**src/rtl/muldiv_seq_if.sv**
```systemverilog
// Handshake and HI/LO bus between stage_ex and the multiply sequencer.
// master drives requests; slave is the sequencer.
interface muldiv_seq_if;
    logic        start;
    logic [6:0]  opt;
    logic [31:0] opr1;
    logic [31:0] opr2;
    logic        flush;
    logic        hi_we;
    logic        lo_we;
    logic [31:0] wdata;
    logic        busy;
    logic        done;
    logic        illegal_opt;
    logic [31:0] hi;
    logic [31:0] lo;

    modport master (
        output start, opt, opr1, opr2, flush, hi_we, lo_we, wdata,
        input  busy, done, illegal_opt, hi, lo
    );

    modport slave (
        input  start, opt, opr1, opr2, flush, hi_we, lo_we, wdata,
        output busy, done, illegal_opt, hi, lo
    );
endinterface

```
**src/rtl/muldiv_seq.sv**
```systemverilog
// Iterative shift-add MULT/MULTU sequencer owning HI/LO.
// Retires STEP multiplier bits per RUN cycle.
module muldiv_seq #(
    parameter int STEP = 1
) (
    input logic          clk,
    input logic          rst_n,
    muldiv_seq_if.slave  bus
);
    localparam int          K         = 32 / STEP;
    localparam logic [4:0]  LAST      = 5'(K - 1);
    localparam logic [6:0]  OPT_MULT  = 7'h18;
    localparam logic [6:0]  OPT_MULTU = 7'h19;

    typedef enum logic {IDLE, RUN} state_e;

    state_e      state_q, state_d;
    logic [4:0]  cnt_q, cnt_d;
    logic [63:0] mcand_q, mcand_d;
    logic [63:0] acc_q, acc_d;
    logic [31:0] mplier_q, mplier_d;
    logic [31:0] hi_q, hi_d;
    logic [31:0] lo_q, lo_d;
    logic        neg_q, neg_d;
    logic        done_q, done_d;
    logic        ill_q, ill_d;

    logic        is_signed, legal, accept, last;
    logic [31:0] mag1, mag2;
    logic [63:0] sum, prod;

    assign is_signed = (bus.opt == OPT_MULT);
    assign legal     = is_signed || (bus.opt == OPT_MULTU);
    assign accept    = (state_q == IDLE) && bus.start
                       && !bus.flush && legal;
    assign last      = (state_q == RUN) && (cnt_q == LAST);

    // 0x80000000 negates to itself, which is its correct unsigned magnitude
    assign mag1 = (is_signed && bus.opr1[31]) ? 32'(-bus.opr1) : bus.opr1;
    assign mag2 = (is_signed && bus.opr2[31]) ? 32'(-bus.opr2) : bus.opr2;

    always_ff @(posedge clk or negedge rst_n) begin
        if (!rst_n) state_q <= IDLE;
        else        state_q <= state_d;
    end

    always_comb begin
        state_d = state_q;
        unique case (state_q)
            IDLE: if (accept) state_d = RUN;
            RUN:  if (bus.flush || last) state_d = IDLE;
            default: state_d = IDLE;
        endcase
    end

    always_comb begin
        sum = acc_q;
        for (int j = 0; j < STEP; j++) begin
            if (mplier_q[j]) sum = sum + (mcand_q << j);
        end
        prod = neg_q ? 64'(-sum) : sum;
    end

    always_comb begin
        cnt_d    = cnt_q;
        mcand_d  = mcand_q;
        acc_d    = acc_q;
        mplier_d = mplier_q;
        neg_d    = neg_q;
        hi_d     = hi_q;
        lo_d     = lo_q;
        done_d   = 1'b0;
        ill_d    = 1'b0;
        unique case (state_q)
            IDLE: begin
                if (bus.hi_we) hi_d = bus.wdata;
                if (bus.lo_we) lo_d = bus.wdata;
                ill_d = bus.start && !bus.flush && !legal;
                if (accept) begin
                    mcand_d  = {32'b0, mag1};
                    mplier_d = mag2;
                    neg_d    = is_signed && (bus.opr1[31] ^ bus.opr2[31]);
                    acc_d    = '0;
                    cnt_d    = '0;
                end
            end
            RUN: begin
                if (!bus.flush) begin
                    acc_d    = sum;
                    mcand_d  = mcand_q << STEP;
                    mplier_d = mplier_q >> STEP;
                    cnt_d    = cnt_q + 5'd1;
                    if (last) begin
                        hi_d   = prod[63:32];
                        lo_d   = prod[31:0];
                        done_d = 1'b1;
                    end
                end
            end
            default: ;
        endcase
    end

    always_ff @(posedge clk or negedge rst_n) begin
        if (!rst_n) begin
            cnt_q    <= '0;
            mcand_q  <= '0;
            acc_q    <= '0;
            mplier_q <= '0;
            neg_q    <= 1'b0;
            hi_q     <= '0;
            lo_q     <= '0;
            done_q   <= 1'b0;
            ill_q    <= 1'b0;
        end else begin
            cnt_q    <= cnt_d;
            mcand_q  <= mcand_d;
            acc_q    <= acc_d;
            mplier_q <= mplier_d;
            neg_q    <= neg_d;
            hi_q     <= hi_d;
            lo_q     <= lo_d;
            done_q   <= done_d;
            ill_q    <= ill_d;
        end
    end

    assign bus.busy        = (state_q == RUN);
    assign bus.done        = done_q;
    assign bus.illegal_opt = ill_q;
    assign bus.hi          = hi_q;
    assign bus.lo          = lo_q;
endmodule

```
**src/flat_wrapper.sv**
```systemverilog
// flat-port wrapper written by rule: the top's interface ports become plain ports
module muldiv_seq_flat 
#(
    parameter int STEP = 1
)
  (clk, rst_n, bus_start, bus_opt, bus_opr1, bus_opr2, bus_flush, bus_hi_we, bus_lo_we, bus_wdata, bus_busy, bus_done, bus_illegal_opt, bus_hi, bus_lo);
  muldiv_seq_if bus_i ();
  input logic clk;
  input logic rst_n;
  input wire logic [$bits(bus_i.start)-1:0] bus_start;
  input wire logic [$bits(bus_i.opt)-1:0] bus_opt;
  input wire logic [$bits(bus_i.opr1)-1:0] bus_opr1;
  input wire logic [$bits(bus_i.opr2)-1:0] bus_opr2;
  input wire logic [$bits(bus_i.flush)-1:0] bus_flush;
  input wire logic [$bits(bus_i.hi_we)-1:0] bus_hi_we;
  input wire logic [$bits(bus_i.lo_we)-1:0] bus_lo_we;
  input wire logic [$bits(bus_i.wdata)-1:0] bus_wdata;
  output wire logic [$bits(bus_i.busy)-1:0] bus_busy;
  output wire logic [$bits(bus_i.done)-1:0] bus_done;
  output wire logic [$bits(bus_i.illegal_opt)-1:0] bus_illegal_opt;
  output wire logic [$bits(bus_i.hi)-1:0] bus_hi;
  output wire logic [$bits(bus_i.lo)-1:0] bus_lo;
  assign bus_i.start = bus_start;
  assign bus_i.opt = bus_opt;
  assign bus_i.opr1 = bus_opr1;
  assign bus_i.opr2 = bus_opr2;
  assign bus_i.flush = bus_flush;
  assign bus_i.hi_we = bus_hi_we;
  assign bus_i.lo_we = bus_lo_we;
  assign bus_i.wdata = bus_wdata;
  assign bus_busy = bus_i.busy;
  assign bus_done = bus_i.done;
  assign bus_illegal_opt = bus_i.illegal_opt;
  assign bus_hi = bus_i.hi;
  assign bus_lo = bus_i.lo;
  muldiv_seq #(.STEP(STEP)) u_core (.clk(clk), .rst_n(rst_n), .bus(bus_i));
endmodule
```
**config.mk**
```make
export PLATFORM = sky130hd
export DESIGN_NAME = muldiv_seq_flat
export DESIGN_NICKNAME = d
export VERILOG_FILES = /design/src/rtl/muldiv_seq_if.sv /design/src/rtl/muldiv_seq.sv /design/src/flat_wrapper.sv
export SDC_FILE = /design/constraint.sdc
export NUM_CORES = 1
export LEC_CHECK = 0
export CAP_MARGIN = 40
export CORE_MARGIN = 2
export CORE_UTILIZATION = 35
export CTS_CLUSTER_SIZE = 20
export DETAILED_ROUTE_END_ITERATION = 6
export GPL_ROUTABILITY_DRIVEN = 1
export PLACE_DENSITY = 0.55
export SYNTH_ARGS = -nofsm -noshare
export SYNTH_HDL_FRONTEND = slang
export SYNTH_SLANG_ARGS = --single-unit
```
**constraint.sdc**
```tcl
create_clock -name clk -period 10.5 [get_ports clk]
set_input_delay 2.1 -clock clk [delete_from_list [all_inputs] [get_ports clk]]
set_output_delay 2.1 -clock clk [all_outputs]
set_load 0.03 [all_outputs]
```
Yosys cells after proc, flatten, opt, wreduce, memory -nomap -nowiden --
Index checks and enable logic that the tools add are counted.
Operators by class: $add $sub $neg 5, equality and inequality tests 8, multiplexer cells 31, bitwise gates (word level) 2, reductions and logical operators 17
Operator list (count):
- two-way mux 64 bit | 6
- two-way mux 32 bit | 10
- case mux 64 bit (2 select lines) | 2
- case mux 32 bit (2 select lines) | 3
- adder 64 bit | 1
- negator 32 bit | 2
- negator 64 bit | 1
- equality test 7 x 5 -> 1 bit (second input constant) | 2
- two-way mux 5 bit | 2
- case mux 5 bit (2 select lines) | 1
- logical AND 1 bit | 9
- != test 2 bit (second input constant) | 4
- two-way mux 1 bit | 6
- AND reduction 3 bit | 2
- adder 5 x 1 -> 5 bit (second input constant) | 1
- equality test 5 bit (second input constant) | 1
- AND reduction 2 bit | 2
- zero test 1 bit | 2
- logical OR 1 bit | 2
- != test 2 x 1 -> 1 bit (second input constant) | 1
- case mux 1 bit (2 select lines) | 1
- inverter 1 bit | 1
- XOR 1 bit | 1
Storage, ports and cells: bits in registers 233

Logic depth before layout (Yosys ltp) --
word-level depth 7, gate-level depth with buffers 21, depth with buffers taken out 16

Worst setup path before layout --
Ideal clock, no wire load.
kind flip-flop to flip-flop, start point register u_core.mplier_q[0], end point register u_core.hi_q[30] (netlist: u_core.bus.hi[30]), setup time 0.137 ns, data arrival time 4.732 ns, required time 10.363 ns, path slack 5.631 ns, cell stages (with the launch flop) 20, path through dfrtp_1 > buf_2 > clkbuf_1 > clkbuf_1 > buf_2 > buf_1 > buf_2 > buf_1 > buf_1 > mux2i_1 > ha_1 > nand2_1 > o21ba_2 > o2111ai_1 > nor3_4 > nand4_2 > nand3b_1 > o41ai_2 > xnor2_1 > a21oi_1
Between the ends: cells in the longest elaborated chain, start to end 6
Ends and longest elaborated chain:
- from (decl) | line muldiv_seq.sv:21 | logic [31:0] mplier_q, mplier_d;
- from (signal assigned) | line muldiv_seq.sv:119 | mplier_q <= mplier_d;
- two-way mux 64 bit * | line muldiv_seq.sv:59 | if (mplier_q[j]) sum = sum + (mcand_q << j);
- negator 64 bit | line muldiv_seq.sv:61 | prod = neg_q ? 64'(-sum) : sum;
- two-way mux 64 bit * | line muldiv_seq.sv:61
- two-way mux 32 bit * | line muldiv_seq.sv:93 | if (last) begin
- two-way mux 32 bit * | line muldiv_seq.sv:88 | if (!bus.flush) begin
- case mux 32 bit (2 select lines) * | line muldiv_seq.sv:74 | unique case (state_q)
- to (signal assigned) | line muldiv_seq.sv:121 | hi_q <= hi_d;
- to (decl) | line muldiv_seq.sv:22 | logic [31:0] hi_q, hi_d;
Mark *: on every way between the ends. The rest lies on a longest branch, timed or not. The select of a mux whose other input is x is not followed. A chain may end at the register's enable or synchronous reset.

Worst setup path after layout --
start point register u_core.acc_q[0], end point register u_core.hi_q[31] (netlist: u_core.bus.hi[31])
Between the ends: cells in the longest elaborated chain, start to end 7
Ends and longest elaborated chain:
- from (decl) | line muldiv_seq.sv:20 | logic [63:0] acc_q, acc_d;
- from (signal assigned) | line muldiv_seq.sv:108 | acc_q <= '0;
- from (signal assigned) | line muldiv_seq.sv:118 | acc_q <= acc_d;
- adder 64 bit | line muldiv_seq.sv:59
- two-way mux 64 bit * | line muldiv_seq.sv:59
- negator 64 bit | line muldiv_seq.sv:61
- two-way mux 64 bit * | line muldiv_seq.sv:61
- two-way mux 32 bit * | line muldiv_seq.sv:93
- two-way mux 32 bit * | line muldiv_seq.sv:88
- case mux 32 bit (2 select lines) * | line muldiv_seq.sv:74
Marks and branches as above.

==> metrics.md <==
| Metric | Value |
|---|---|
| Routed Wire Length | `61920 um` |
| CTS Hold Bufs | `0` |
| Synth async-reset ratio | `100.0%` |
| Gr usage total | `23.06%` |
| Wirelength per Cell | `20.50 um` |
| Slowest-stage cell, CP | `a311oi_1` |
| Placed cells | `2969` |
| Status | `completed` |
| Clock-pin slew on the worst setup and hold paths | `0.06 ns` |
| Remaining DRCs | `0` |
| # clock sinks | `233` |
| Tcrit/Tclk final | `49.34%` |
| Hold Crit Class | `flip-flop to flip-flop` |
| Required time of the critical path | `10.93 ns` |
| Synth unique cells | `89` |
| Antenna Cells | `0` |
| Largest net degree at the start of global routing | `85` |
| Peak Freq | `193.0 MHz` |
| Worst Path Buf+Inv | `1` |
| RSZ-0062 raised after global routing | `false` |
| CTS tree | `built` |
| Post-route ant nets | `0` |
| LEAKAGE | `8.500 nW` |
| Vias per std cell | `5.782` |
| Avg Inst Size Synth | `7.962 um2` |
| DRT iter0 DRCs | `1450` |
| Syn nets | `2407` |
| Worst Tran Pin Value | `0.9090 ns` |
| Critical R2R Capture | `u_core.bus.hi[31]` |
| Maximum buffer depth of the clock tree | `3` |
| RR Startpoint | `u_core.acc_q[0]` |
| Reg2Reg Setup Slack | `5.32 ns` |
| Pins over their slew limit | `0` |
| Crit path DAT | `5.61 ns` |
| R2R cell count | `15` |
| # setup viols final | `0` |
| Total negative slack | `0 ns` |
| Number of global-route vias before repair | `16700` |
| Final net count | `2507` |
| Post-synth EDFFs | `0` |
| Clk_lat worst skew | `0.57 ns` |
| Most common cell after layout, fill and taps aside | `nand2_1` |
| Initial Util | `35.45%` |
| Non-Filler Instances | `3020` |
| # port buffers | `175` |
| First-pass GRT wire length | `96890 um` |
| Root buffer selected by CTS | `clkbuf_16` |
| DP HPWL | `47860 um` |
| Synth warn | `0` |
| Final Hold Slack | `0.4794 ns` |
| H-tree depth | `1` |
| Most frequent cells in the layout | `nand2_1, o21ai_0, dfrtp_1` |
| Register area share after synthesis | `32.85%` |
| Crit path largest cell delay | `0.77 ns` |
| I/O Pins | `176` |
| Post-CTS Repair Setup Buffers | `0` |
| Die Width | `229.2 um` |
| Crit path kind | `flip-flop to flip-flop` |
| Crit Path Max Fanout | `10` |
| # fillers | `5136` |
| TritonRoute pass-1 iters | `6` |
| Critical Path Start Type | `flip-flop` |
| Clock Skew | `0.01628 ns` |
| Crit path top cell by count | `a311oi_1` |
| Cts bufs inserted | `29` |
| Proportion of layout cells with a drive suffix above 1 | `5.324%` |
| Hold Fails Final Rpt | `0` |
| Period minus WS final | `5.180 ns` |
| GPL Wtd Cong | `0.8828` |
| Synthesized flop and latch total | `233` |
| Cell count after synthesis | `2229` |
| Slew HR | `39.40%` |
| Initial antenna violation count | `0` |
| Post-CTS sizing | `0` |
| Synth-to-layout area growth | `18.29%` |
| Max cap viols | `0` |
| Crit path launch | `u_core.acc_q[0]` |
| Critical Path End | `u_core.bus.hi[31]` |
| Top FF cell, synth | `dfrtp_1` |
| Total grt overflow | `0` |
| Hold depth | `2` |
| Worst path cell trace | `ha_1, inv_1, fa_1, nand2b_1, a21oi_2, o211ai_1, a311oi_1, o2111ai_1, a311oi_1, nand4_1, nor3_2, nand4b_4, o41ai_2, xnor2_1, a21oi_1` |
| Max VDD drop | `114.8 uV` |
| Vias | `17460` |
| Full die area | `52530 um2` |
| Vert. Die Dim | `229.2 um` |
| CP Depth | `15` |
| Post-synthesis cell area | `17750 um2` |
| Std-Cell Rows | `82` |
| Crit end category | `flip-flop` |
| Largest delay contributor family on the critical path | `compound AO/OA/AOI/OAI gates` |
| Core footprint | `50070 um2` |
| Pwr Density | `129.4 nW/um2` |
registers in the layout, summed over array words and instances, names as in the netlist:
| register | count |
|---|---|
| u_core.acc_q | 64 |
| u_core.bus.hi | 32 |
| u_core.neg_q | 1 |
| u_core.mcand_q | 64 |
| u_core.bus.lo | 32 |
| u_core.bus.done | 1 |
| u_core.bus.illegal_opt | 1 |
| u_core.mplier_q | 32 |
| u_core.cnt_q | 5 |
| u_core.bus.busy | 1 |
worst min-delay path by stage:
stage                        start  slack [ns]             endpoint
2_1_floorplan  u_core.mplier_q[13]        0.45  u_core.mplier_q[13]
3_3_place_gp   u_core.mplier_q[28]        0.46  u_core.mplier_q[28]
3_5_place_dp   u_core.mplier_q[31]        0.47  u_core.mplier_q[31]
4_1_cts        u_core.mplier_q[14]        0.48  u_core.mplier_q[14]
5_1_grt        u_core.mplier_q[31]        0.50  u_core.mplier_q[31]
6_report       u_core.mplier_q[15]        0.48  u_core.mplier_q[15]
worst register-to-register path: cells and delay by family (launching register included):
kind	cells	cell delay, ns
AO/OA/AOI/OAI	7	2.75
XOR/XNOR	1	0.16
adder cells (fa/ha/maj)	2	0.62
buffers and inverters	1	0.07
flip-flops	1	0.39
AND/OR/NAND/NOR	4	1.07
final cells by class:
| type | count | area [um2] | area share [%] |
|---|---|---|---|
| Clock buffer | 37 | 795.8 | 3.790 |
| Inverter | 36 | 135.1 | 0.6437 |
| Tap cell | 672 | 840.8 | 4.005 |
| Multi-Input combinational cell | 1827 | 11310 | 53.89 |
| Clock inverter | 13 | 105.1 | 0.5006 |
| Sequential cell | 233 | 5838 | 27.81 |
| Timing Repair Buffer | 202 | 1966 | 9.363 |
per-layer routing:
| metal | track usage [%] | part of all wire (%) | vias up |
|---|---|---|---|
| met4 | 5.844 | 2.2 | 0 |
| met1 | 34.42 | 49 | 8404 |
| met3 | 3.362 | 6.3 | 79 |
| li1 | - | - | 8364 |
| met5 | 0 | 0 | - |
| met2 | 34.69 | 42 | 616 |
metrics by stage:
| step | total power, mW | util (%) | instance area (um2) | setup slack (ns) |
|---|---|---|---|---|
| after floorplan | 1.475 | - | 17750 | 5.631 |
| after global placement | 1.743 | 40.01 | 20030 | 5.198 |
| after detailed placement | 1.753 | 40.12 | 20090 | 5.166 |
| after CTS | 2.735 | 41.92 | 20990 | 5.378 |
| after global routing | 2.846 | 41.93 | 20990 | 4.942 |
| final | 2.717 | 41.93 | 20990 | 5.320 |
cells in the mapped netlist, types with 5 or more instances:
master / count / area (um2)
a31oi_1: 18 / 112.6
o21bai_1: 7 / 52.55
a221o_1: 6 / 60.06
a21o_1: 22 / 165.2
mux2i_1: 54 / 540.5
nor2b_1: 17 / 106.4
nand4_1: 33 / 206.5
nor3_1: 44 / 220.2
o21ai_0: 255 / 1276
inv_1: 35 / 131.4
a21oi_1: 213 / 1066
nor2_1: 186 / 698.2
ha_1: 68 / 850.8
a211o_1: 9 / 78.83
o31a_1: 8 / 70.07
o41ai_1: 9 / 78.83
nor4_1: 18 / 112.6
a211oi_1: 12 / 90.09
o21ai_1: 32 / 160.2
xor2_1: 83 / 727.0
nand2b_1: 17 / 106.4
nand3b_1: 10 / 75.07
buf_2: 9 / 45.04
xnor2_1: 66 / 578.1
nor3b_1: 7 / 52.55
o2111ai_1: 9 / 78.83
nand3_1: 80 / 400.4
o211ai_1: 15 / 112.6
or3_1: 26 / 162.7
a22oi_1: 50 / 375.4
and2_1: 10 / 62.56
buf_1: 14 / 52.55
o31ai_1: 28 / 210.2
a21boi_0: 7 / 52.55
mux2_2: 7 / 78.83
and3_1: 16 / 100.1
or4_1: 5 / 37.54
or2_2: 7 / 43.79
nand2_1: 269 / 1010
dfrtp_1: 233 / 5831
o21a_1: 21 / 157.7
clkbuf_1: 108 / 405.4
cells by family after synthesis:
family / after synthesis / share of synthesized area, %
compound gates: 784 / 27.38
xor+xnor: 149 / 7.353
fa+ha+maj: 69 / 4.907
buf+inv: 169 / 3.680
flops: 233 / 32.85
mux: 61 / 3.490
simple gates: 764 / 20.34
power breakdown:
group | switching [mW] | internal, mW | leakage (nW) | total [mW]
Sequential | 0.0592 | 0.957 | 3.05 | 1.02
Combinational | 0.448 | 0.280 | 5.01 | 0.728
Clock | 0.416 | 0.556 | 0.441 | 0.973
Power figures use the tool's default switching activity.
